[src/rtl/ysyx_24080014_regfile_csr.sv]
// GPR file (RV32E/RV32I) plus machine-mode CSR bank with a load-wait commit handshake.
// Optional same-cycle read bypass of the committing write: define YSYX_24080014_REGFILE_BYPASS_EN.
module ysyx_24080014_regfile_csr #(
    parameter int              XLEN        = 32,
    parameter int              NR_REGS     = 32,
    parameter int              ECALL_CAUSE = 11,
    parameter logic [XLEN-1:0] MSTATUS_RST = 32'h0000_1800
) (
    input  logic            clk,
    input  logic            rst_n,
    input  logic [4:0]      rs1_addr,
    input  logic [4:0]      rs2_addr,
    output logic [XLEN-1:0] rs1_data,
    output logic [XLEN-1:0] rs2_data,
    input  logic [11:0]     csr_raddr,
    output logic [XLEN-1:0] csr_rdata,
    input  logic            wb_valid,
    output logic            wb_ready,
    input  logic            wb_is_load,
    input  logic            mem_ready,
    input  logic            wb_we,
    input  logic [4:0]      wb_rd,
    input  logic [XLEN-1:0] wb_data,
    input  logic [1:0]      csr_op,
    input  logic            csr_we,
    input  logic [11:0]     csr_waddr,
    input  logic [XLEN-1:0] csr_wdata,
    input  logic [XLEN-1:0] pc,
    output logic [XLEN-1:0] next_pc
);
    localparam int AW = $clog2(NR_REGS);
    localparam logic [11:0] CSR_MSTATUS = 12'h300;
    localparam logic [11:0] CSR_MTVEC   = 12'h305;
    localparam logic [11:0] CSR_MEPC    = 12'h341;
    localparam logic [11:0] CSR_MCAUSE  = 12'h342;
    localparam int MIE_BIT  = 3;
    localparam int MPIE_BIT = 7;

    typedef enum logic [0:0] {ST_IDLE = 1'b0, ST_WAIT_MEM = 1'b1} state_e;

    state_e          state_r, state_nxt_s;
    logic            commit_s, gpr_we_s, rs1_byp_s, rs2_byp_s;
    logic [XLEN-1:0] gpr_r [NR_REGS];
    logic [XLEN-1:0] mstatus_r, mtvec_r, mepc_r, mcause_r;
    logic [XLEN-1:0] mstatus_nxt_s, mtvec_nxt_s, mepc_nxt_s, mcause_nxt_s;

    function automatic logic [XLEN-1:0] csr_select(input logic [11:0] addr,
                                                    input logic [XLEN-1:0] ms, tv, ep, mc);
        case (addr)
            CSR_MSTATUS: csr_select = ms;
            CSR_MTVEC:   csr_select = tv;
            CSR_MEPC:    csr_select = ep;
            CSR_MCAUSE:  csr_select = mc;
            default:     csr_select = {XLEN{1'b0}};
        endcase
    endfunction

    // Commit FSM state register
    always_ff @(posedge clk or negedge rst_n) begin
        if (!rst_n) state_r <= ST_IDLE;
        else        state_r <= state_nxt_s;
    end

    // Commit FSM next-state
    always_comb begin
        state_nxt_s = state_r;
        case (state_r)
            ST_IDLE: begin
                if (wb_valid && wb_is_load && !mem_ready) state_nxt_s = ST_WAIT_MEM;
                else                                      state_nxt_s = ST_IDLE;
            end
            ST_WAIT_MEM: begin
                if (wb_valid && mem_ready) state_nxt_s = ST_IDLE;
                else                       state_nxt_s = ST_WAIT_MEM;
            end
            default: state_nxt_s = ST_IDLE;
        endcase
    end

    // Commit FSM outputs
    always_comb begin
        wb_ready = 1'b1;
        case (state_r)
            ST_IDLE: begin
                if (wb_valid && wb_is_load && !mem_ready) wb_ready = 1'b0;
                else                                      wb_ready = 1'b1;
            end
            ST_WAIT_MEM: wb_ready = mem_ready;
            default:     wb_ready = 1'b1;
        endcase
    end

    assign commit_s = wb_valid && wb_ready;
    // Indices beyond NR_REGS (RV32E) and x0 are silently not written
    assign gpr_we_s = commit_s && wb_we && (wb_rd != 5'd0) && ({27'd0, wb_rd} < NR_REGS);

    // GPR storage
    always_ff @(posedge clk or negedge rst_n) begin
        if (!rst_n) begin
            for (int i = 0; i < NR_REGS; i++) gpr_r[i] <= {XLEN{1'b0}};
        end else if (gpr_we_s) begin
            gpr_r[wb_rd[AW-1:0]] <= wb_data;
        end else begin
            gpr_r <= gpr_r;
        end
    end

    // CSR update rules; ecall/mret take priority over an explicit CSR write
    always_comb begin
        mstatus_nxt_s = mstatus_r;
        mtvec_nxt_s   = mtvec_r;
        mepc_nxt_s    = mepc_r;
        mcause_nxt_s  = mcause_r;
        if (commit_s) begin
            case (csr_op)
                2'd1: begin
                    mepc_nxt_s              = pc;
                    mcause_nxt_s            = XLEN'(ECALL_CAUSE);
                    mstatus_nxt_s[MPIE_BIT] = mstatus_r[MIE_BIT];
                    mstatus_nxt_s[MIE_BIT]  = 1'b0;
                end
                2'd2: begin
                    mstatus_nxt_s[MIE_BIT]  = mstatus_r[MPIE_BIT];
                    mstatus_nxt_s[MPIE_BIT] = 1'b1;
                end
                default: begin
                    if (csr_we) begin
                        case (csr_waddr)
                            CSR_MSTATUS: mstatus_nxt_s = csr_wdata;
                            CSR_MTVEC:   mtvec_nxt_s   = csr_wdata;
                            CSR_MEPC:    mepc_nxt_s    = csr_wdata;
                            CSR_MCAUSE:  mcause_nxt_s  = csr_wdata;
                            default:     mstatus_nxt_s = mstatus_r;
                        endcase
                    end else begin
                        mstatus_nxt_s = mstatus_r;
                    end
                end
            endcase
        end else begin
            mstatus_nxt_s = mstatus_r;
        end
    end

    // CSR registers
    always_ff @(posedge clk or negedge rst_n) begin
        if (!rst_n) begin
            mstatus_r <= MSTATUS_RST;
            mtvec_r   <= {XLEN{1'b0}};
            mepc_r    <= {XLEN{1'b0}};
            mcause_r  <= {XLEN{1'b0}};
        end else begin
            mstatus_r <= mstatus_nxt_s;
            mtvec_r   <= mtvec_nxt_s;
            mepc_r    <= mepc_nxt_s;
            mcause_r  <= mcause_nxt_s;
        end
    end

`ifdef YSYX_24080014_REGFILE_BYPASS_EN
    assign rs1_byp_s = gpr_we_s && (wb_rd == rs1_addr);
    assign rs2_byp_s = gpr_we_s && (wb_rd == rs2_addr);
    assign csr_rdata = csr_select(csr_raddr, mstatus_nxt_s, mtvec_nxt_s, mepc_nxt_s, mcause_nxt_s);
`else
    assign rs1_byp_s = 1'b0;
    assign rs2_byp_s = 1'b0;
    assign csr_rdata = csr_select(csr_raddr, mstatus_r, mtvec_r, mepc_r, mcause_r);
`endif

    // GPR read ports
    always_comb begin
        rs1_data = {XLEN{1'b0}};
        rs2_data = {XLEN{1'b0}};
        if (rs1_byp_s)                                             rs1_data = wb_data;
        else if ((rs1_addr != 5'd0) && ({27'd0, rs1_addr} < NR_REGS)) rs1_data = gpr_r[rs1_addr[AW-1:0]];
        else                                                       rs1_data = {XLEN{1'b0}};
        if (rs2_byp_s)                                             rs2_data = wb_data;
        else if ((rs2_addr != 5'd0) && ({27'd0, rs2_addr} < NR_REGS)) rs2_data = gpr_r[rs2_addr[AW-1:0]];
        else                                                       rs2_data = {XLEN{1'b0}};
    end

    // Next-PC selection for trap entry / return
    always_comb begin
        next_pc = pc + {{(XLEN-3){1'b0}}, 3'd4};
        case (csr_op)
            2'd1:    next_pc = mtvec_r;
            2'd2:    next_pc = mepc_r;
            default: next_pc = pc + {{(XLEN-3){1'b0}}, 3'd4};
        endcase
    end
endmodule

[config.mk]
export PLATFORM = sky130hd
export DESIGN_NAME = ysyx_24080014_regfile_csr
export DESIGN_NICKNAME = d
export VERILOG_FILES = /design/src/rtl/ysyx_24080014_regfile_csr.sv
export SDC_FILE = /design/constraint.sdc
export NUM_CORES = 2
export LEC_CHECK = 0
export CAP_MARGIN = 5
export CORE_UTILIZATION = 45
export DETAILED_ROUTE_END_ITERATION = 12
export SLEW_MARGIN = 25
export SYNTH_ARGS = -nofsm -noshare
export SYNTH_HDL_FRONTEND = slang
export SYNTH_SLANG_ARGS = --single-unit
[constraint.sdc]
create_clock -name clk -period 2.1 [get_ports clk]
set_input_delay 0.21 -clock clk [delete_from_list [all_inputs] [get_ports clk]]
set_output_delay 0.21 -clock clk [all_outputs]
set_load 0.005 [all_outputs]
# == Word level (Yosys, flattened, before mapping) ==
# Cells that the tools add are included.
# word_totals
input_bits,144
output_inout_bits,129
regBits,1153
wordCells,109
# classes
n_eq_ne,10
n_lt_le_gt_ge,4
n_bitwise,6
add_sub_neg,1
n_reduce_logical,22
muxes,28
# ops
cell,n
$bwmux 1024,1
$mux 32,11
$bmux 32 s5,2
$pmux 32 s2,3
$demux 32 s5,1
$pmux 32 s4,1
$eq 12x10->1 const B,8
$add 32x3->32 const B,1
$ge 6x6->1 const B,3
$not 5->6,3
$mux 8,2
$reduce_and 4->1,4
$reduce_bool 5->1,3
$pmux 1 s2,4
$logic_and 1x1->1,7
$lt 6x1->1 const B,1
$reduce_bool 2->1,3
$reduce_bool 3->1,2
$mux 1,3
$not 1->1,3
$reduce_and 3->1,1
$eq 2x1->1 const B,1
$eq 2x2->1 const B,1
$reduce_or 2->1,1
$logic_not 1->1,1

# == Logic depth before layout (Yosys ltp) ==
# depth
word_depth,7
ltp_mapped,10
ltp_nobuf,6

# == Least setup slack after synthesis ==
# Ideal clock, no wire load.
# synth_path
path_kind,in2out
start,input rs1_addr[1]
end,output rs1_data[15]
n_path_buf,3
stages,7
setup_slack_ns,-0.032
arrival_time_ns,1.922
t_required_ns,1.890
path_cell_list,buf_2 > buf_6 > buf_2 > mux4_2 > mux4_2 > o22ai_1 > nor3_1
# synth_between
elab_chain_len,5
word_cells_on_any_way,6
cone_classes,mux (4); bitwise (1); reduce/logical (1)
# synth_rtl
element,line,text
start: declaration,11,"input logic [4:0] rs1_addr,"
$not 5->6 (implied by the code),175,"else if ((rs1_addr != 5'd0) && ({27'd0, rs1_addr} < NR_REGS)) rs1_data = gpr_r[rs1_addr[AW-1:0]];"
$bmux 32 s5,175,
$mux 32 (implied by the code) (2 in series),175,
$mux 32 (*),175,
end: declaration,13,"output logic [XLEN-1:0] rs1_data,"
# Mark *: on every way between the ends. The rest lies on a longest branch, timed or not. The select of a mux whose other input is x is not followed.

# == Worst setup path in the final report ==
# layout_path
start,register gpr_r[269] in the netlist's numbering
end,output rs1_data[13]
# layout_between
elab_chain_len,4
# layout_rtl
element,line,text
start: declaration,43,logic [XLEN-1:0] gpr_r [NR_REGS];
start signal: indexed assignment,102,gpr_r[wb_rd[AW-1:0]] <= wb_data;
start signal: assignment,104,gpr_r <= gpr_r;
$bmux 32 s5,175,
$mux 32 (implied by the code) (2 in series),175,
$mux 32,175,
# Every way passes these cells. The select of a mux whose other input is x is not followed.

==> metrics.txt <==
# TYPE chip_impl_metric gauge
chip_impl_metric{name="clock_path_buffers",unit=""} 3
chip_impl_metric{name="skew",unit="ns"} 0.02294
chip_impl_metric{name="yosys_warnings",unit=""} 0
chip_impl_metric{name="grt_first_pass_wirelength",unit="µm"} 344300
chip_impl_metric{name="port_buffers",unit=""} 272
chip_impl_metric{name="reg2reg_setup_slack",unit="ns"} -0.09
chip_impl_metric{name="design.core.area",unit="µm²"} 136100
chip_impl_metric{name="timing.slew.headroom",unit="%"} 53.86
chip_impl_metric{name="post_detail_place_hpwl",unit="µm"} 161100
chip_impl_metric{name="die_area",unit="µm²"} 139600
chip_impl_metric{name="data_required_time_at_the_worst_endpoint",unit="ns"} 1.89
chip_impl_metric{name="timing.reg2reg.worst_path_depth",unit=""} 9
chip_impl_metric{name="drcViolationCount",unit=""} 0
chip_impl_info{name="run_status",value="finished with violations"} 1
chip_impl_metric{name="synth_xor_area_share",unit="%"} 0.1551
chip_impl_metric{name="starting_density_of_the_core",unit="%"} 45.63
chip_impl_metric{name="drv_slew",unit=""} 0
chip_impl_info{name="worst_hold_path_type",value="in2async"} 1
chip_impl_metric{name="drive_gt1_share",unit="%"} 60.61
chip_impl_metric{name="power_per_cell_area",unit="nW/µm²"} 748.5
chip_impl_info{name="synth_area_leaders",value="sky130_fd_sc_hd__dfrtp_1 (46%), sky130_fd_sc_hd__mux2_2 (22%), sky130_fd_sc_hd__mux4_2 (13%), sky130_fd_sc_hd__mux2i_1 (4.9%), sky130_fd_sc_hd__clkbuf_1 (1.7%)"} 1
chip_impl_metric{name="initial_antenna_violation_count",unit=""} 14
chip_impl_metric{name="synthDominantCellAreaShare",unit="%"} 46.36
chip_impl_metric{name="setup_violations",unit=""} 161
chip_impl_metric{name="number_of_enable_flip_flop_cells_after_synthesis",unit=""} 0
chip_impl_metric{name="synthArstFlopShare",unit="%"} 100.0
chip_impl_info{name="start_of_the_worst_register_to_register_path",value="state_r"} 1
chip_impl_info{name="tritoncts",value="built"} 1
chip_impl_metric{name="iteration_count_of_the_initial_detailed_routing_pass",unit=""} 6
chip_impl_metric{name="synth-compound-area-share",unit="%"} 6.422
chip_impl_metric{name="area_growth",unit="%"} 35.23
chip_impl_metric{name="clock_insertion_delay_worst_skew",unit="ns"} 0.77
chip_impl_metric{name="post-route-min-period",unit="ns"} 2.846
chip_impl_metric{name="die_y",unit="µm"} 373.6
chip_impl_info{name="most_frequent_standard_cell_in_the_layout_excluding_fill_and_tap_cells",value="sky130_fd_sc_hd__dfrtp_1"} 1
chip_impl_metric{name="post-route-util",unit="%"} 61.71
chip_impl_metric{name="synthAdderAreaFrac",unit="%"} 0.06042
chip_impl_metric{name="dpl-instance-area",unit="µm²"} 76270
chip_impl_metric{name="leakagePower",unit="µW"} 0.03925
chip_impl_info{name="regToRegEndpoint",value="gpr_r[166]"} 1
chip_impl_metric{name="synth_simple_gate_area_share",unit="%"} 3.400
chip_impl_metric{name="post_synth_mux_area_share",unit="%"} 39.88
chip_impl_metric{name="synth_seq_area_share",unit="%"} 46.45
chip_impl_info{name="violations",value="negative setup slack"} 1
chip_impl_metric{name="detail_route.wl_per_cell",unit="µm"} 31.38
chip_impl_metric{name="num_io_pins",unit=""} 273
chip_impl_metric{name="fin_ws",unit="ns"} -0.7458
chip_impl_info{name="synth_largest_area_cell",value="sky130_fd_sc_hd__dfrtp_1"} 1
chip_impl_info{name="criticalPathCategory",value="reg2out"} 1
chip_impl_metric{name="route.detailed.vias_per_inst",unit=""} 6.339
chip_impl_metric{name="ir_worst_vdd",unit="V"} 0.0005930
chip_impl_metric{name="grt_max_degree",unit=""} 96
chip_impl_metric{name="timing_worst_slew_pin_value",unit="ns"} 0.6870
chip_impl_metric{name="ant_nets",unit=""} 0
chip_impl_metric{name="post_synth_num_cell_types",unit=""} 66
chip_impl_metric{name="num_vias",unit=""} 47970
chip_impl_metric{name="power.total",unit="µW"} 62890
chip_impl_metric{name="tritoncts_num_sinks",unit=""} 1153
chip_impl_metric{name="grt_pass1_vias",unit=""} 49540
chip_impl_metric{name="fin_area",unit="µm²"} 84020
chip_impl_metric{name="drt-initial-drc-count",unit=""} 4630
chip_impl_info{name="unrepaired_setup_endpoints_after_global_routing",value="true"} 1
chip_impl_metric{name="timing.final.crit_share",unit="%"} 135.5
chip_impl_metric{name="worstPathArrival",unit="ns"} 2.64
chip_impl_metric{name="totalWireLength",unit="µm"} 237400
chip_impl_metric{name="global_routing_usage_summed_across_all_routing_layers",unit="%"} 33.51
chip_impl_metric{name="gp_congestion",unit=""} 0.9245
chip_impl_metric{name="fin_tns_setup",unit="ns"} -39.46
chip_impl_metric{name="synthesis.instances",unit=""} 4485
chip_impl_metric{name="cp_max_fo",unit=""} 2
chip_impl_metric{name="die_x",unit="µm"} 373.6
chip_impl_info{name="most-common-layout-cells",value="sky130_fd_sc_hd__dfrtp_1 (1149), sky130_fd_sc_hd__mux2_2 (1117), sky130_fd_sc_hd__buf_4 (978), sky130_fd_sc_hd__mux4_2 (365), sky130_fd_sc_hd__mux2i_1 (301)"} 1
chip_impl_metric{name="grt_remaining_overflow",unit=""} 0
chip_impl_metric{name="final_hold_viol_count",unit=""} 0
chip_impl_metric{name="number_of_buffers_created_by_cts",unit=""} 135
chip_impl_info{name="crit_end_category",value="output port"} 1
chip_impl_metric{name="placement_rows",unit=""} 135
chip_impl_metric{name="netlist_area",unit="µm²"} 62130
chip_impl_metric{name="layout.nets",unit=""} 5829
chip_impl_metric{name="achievable_frequency",unit="MHz"} 351.4
chip_impl_metric{name="synth-seq-cells",unit=""} 1153
chip_impl_metric{name="ctsHtreeMaxLevel",unit=""} 4
chip_impl_info{name="combinational_family_with_the_most_area_after_synthesis",value="multiplexers"} 1
chip_impl_info{name="cts-root-buf",value="sky130_fd_sc_hd__clkbuf_16"} 1
chip_impl_info{name="synth_flop_type",value="sky130_fd_sc_hd__dfrtp_1"} 1
chip_impl_metric{name="post_synth.cell_area_avg",unit="µm²"} 13.85
chip_impl_metric{name="max_cap_viol",unit=""} 0
chip_impl_metric{name="synth_nets",unit=""} 4632
chip_impl_metric{name="clk_pin_slew_worst_paths",unit="ns"} 0.06
chip_impl_info{name="worstSetupStartpointType",value="flip-flop"} 1
-- per-stage QoR --
step	hold slack (ns)	std cells	worst slack (ns)
after floorplan	-0.08559	4485	0.03357
after global placement	0.2040	7201	-1.176
after detailed placement	0.2066	7201	-1.184
after CTS	0.04724	7523	-0.7726
after global routing	0.07999	7564	-0.8019
final	0.05086	7567	-0.7458
-- worst max-delay path: stages (launching register included) --
cell and delay (ns):
sky130_fd_sc_hd__dfrtp_1 0.38, sky130_fd_sc_hd__mux4_2 0.50, sky130_fd_sc_hd__mux4_2 0.57, sky130_fd_sc_hd__o22ai_4 0.15, sky130_fd_sc_hd__nor3_4 0.11, sky130_fd_sc_hd__buf_2 0.15
-- logic make-up (layout without fill, tap and decap cells) --
family                   Yosys count  after routing
buffers and inverters            510           1805
flip-flops                      1153           1153
XOR/XNOR                          11             11
other                              0              6
adder cells (fa/ha/maj)            3              3
AND/OR/NAND/NOR                  388            388
AO/OA/AOI/OAI                    551            551
multiplexers                    1869           1869
-- registers in the layout, indices dropped and copies added (netlist names) --
signal / count
mcause_r: 32
mepc_r: 32
mtvec_r: 32
state_r: 1
mstatus_r: 32
gpr_r: 1024
-- cell type report --
class	instances	area, µm²
multi-input cells	2822	33560
fillers	10320	52130
diodes	6	15.01
flip-flops and latches	1153	28860
well taps	1781	2228
repair buffers	1555	14890
inverters	15	60.06
clock buffers	195	3896
clock inverters	40	509.2
-- cell usage after synthesis, drive strengths merged (3+ instances only) --
| cell | count |
|---|---|
| mux2 | 1201 |
| dfrtp | 1151 |
| mux4 | 365 |
| mux2i | 303 |
| clkbuf | 290 |
| buf | 205 |
| a22oi | 123 |
| a21oi | 106 |
| nand2 | 82 |
| nand3 | 74 |
| a211oi | 59 |
| nor2b | 52 |
| nor3 | 44 |
| a221oi | 43 |
| a221o | 35 |
| a22o | 32 |
| o221ai | 32 |
| a31oi | 31 |
| a21o | 30 |
| nor2 | 28 |
| nor4 | 23 |
| o21ai | 20 |
| o22ai | 20 |
| and3 | 19 |
| nand4 | 16 |
| inv | 15 |
| or4 | 12 |
| xnor2 | 11 |
| o31ai | 10 |
| and2 | 8 |
| or3 | 6 |
| nor4b | 5 |
| ha | 3 |
| nand2b | 3 |
-- power breakdown --
part / switching (µW) / internal [µW]
Clock: 9800 / 14000
Sequential: 1710 / 24600
Combinational: 5570 / 7180
Total: 17100 / 45800
-- worst max-delay path by stage --
stage / start / endpoint / slack, ns / depth (start not counted)
2_1_floorplan: rs1_addr[1] / rs1_data[14] / 0.03 / 7
3_3_place_gp: pc[2] / next_pc[26] / -1.18 / 8
3_5_place_dp: rs1_addr[4] / rs1_data[28] / -1.18 / 10
4_1_cts: gpr_r[69] / rs2_data[5] / -0.77 / 6
5_1_grt: gpr_r[493] / rs1_data[13] / -0.80 / 5
6_report: gpr_r[269] / rs1_data[13] / -0.75 / 5
-- repair_timing --
item                        CTS  global route
hold buffers                 24             0
cloned                        4            11
hold endpoints to repair    628             0
pin swaps                   198            90
resized for setup          1004           191
setup endpoints to repair   181           374
buffers inserted             95            42
-- metal layers --
metal  wire length (µm)  GRT usage [%]  part of all wire, %  vias to the layer above
li1                   -              -                    -                    19720
met1              96440          45.99                   41                    25290
met2             107600          51.08                   45                     2313
met3              20790          6.900                  8.8                      637
met4              12470          15.58                  5.3                       14
met5                 98              0                0.041                        -
Note: power is estimated with default switching activity, not from simulation.
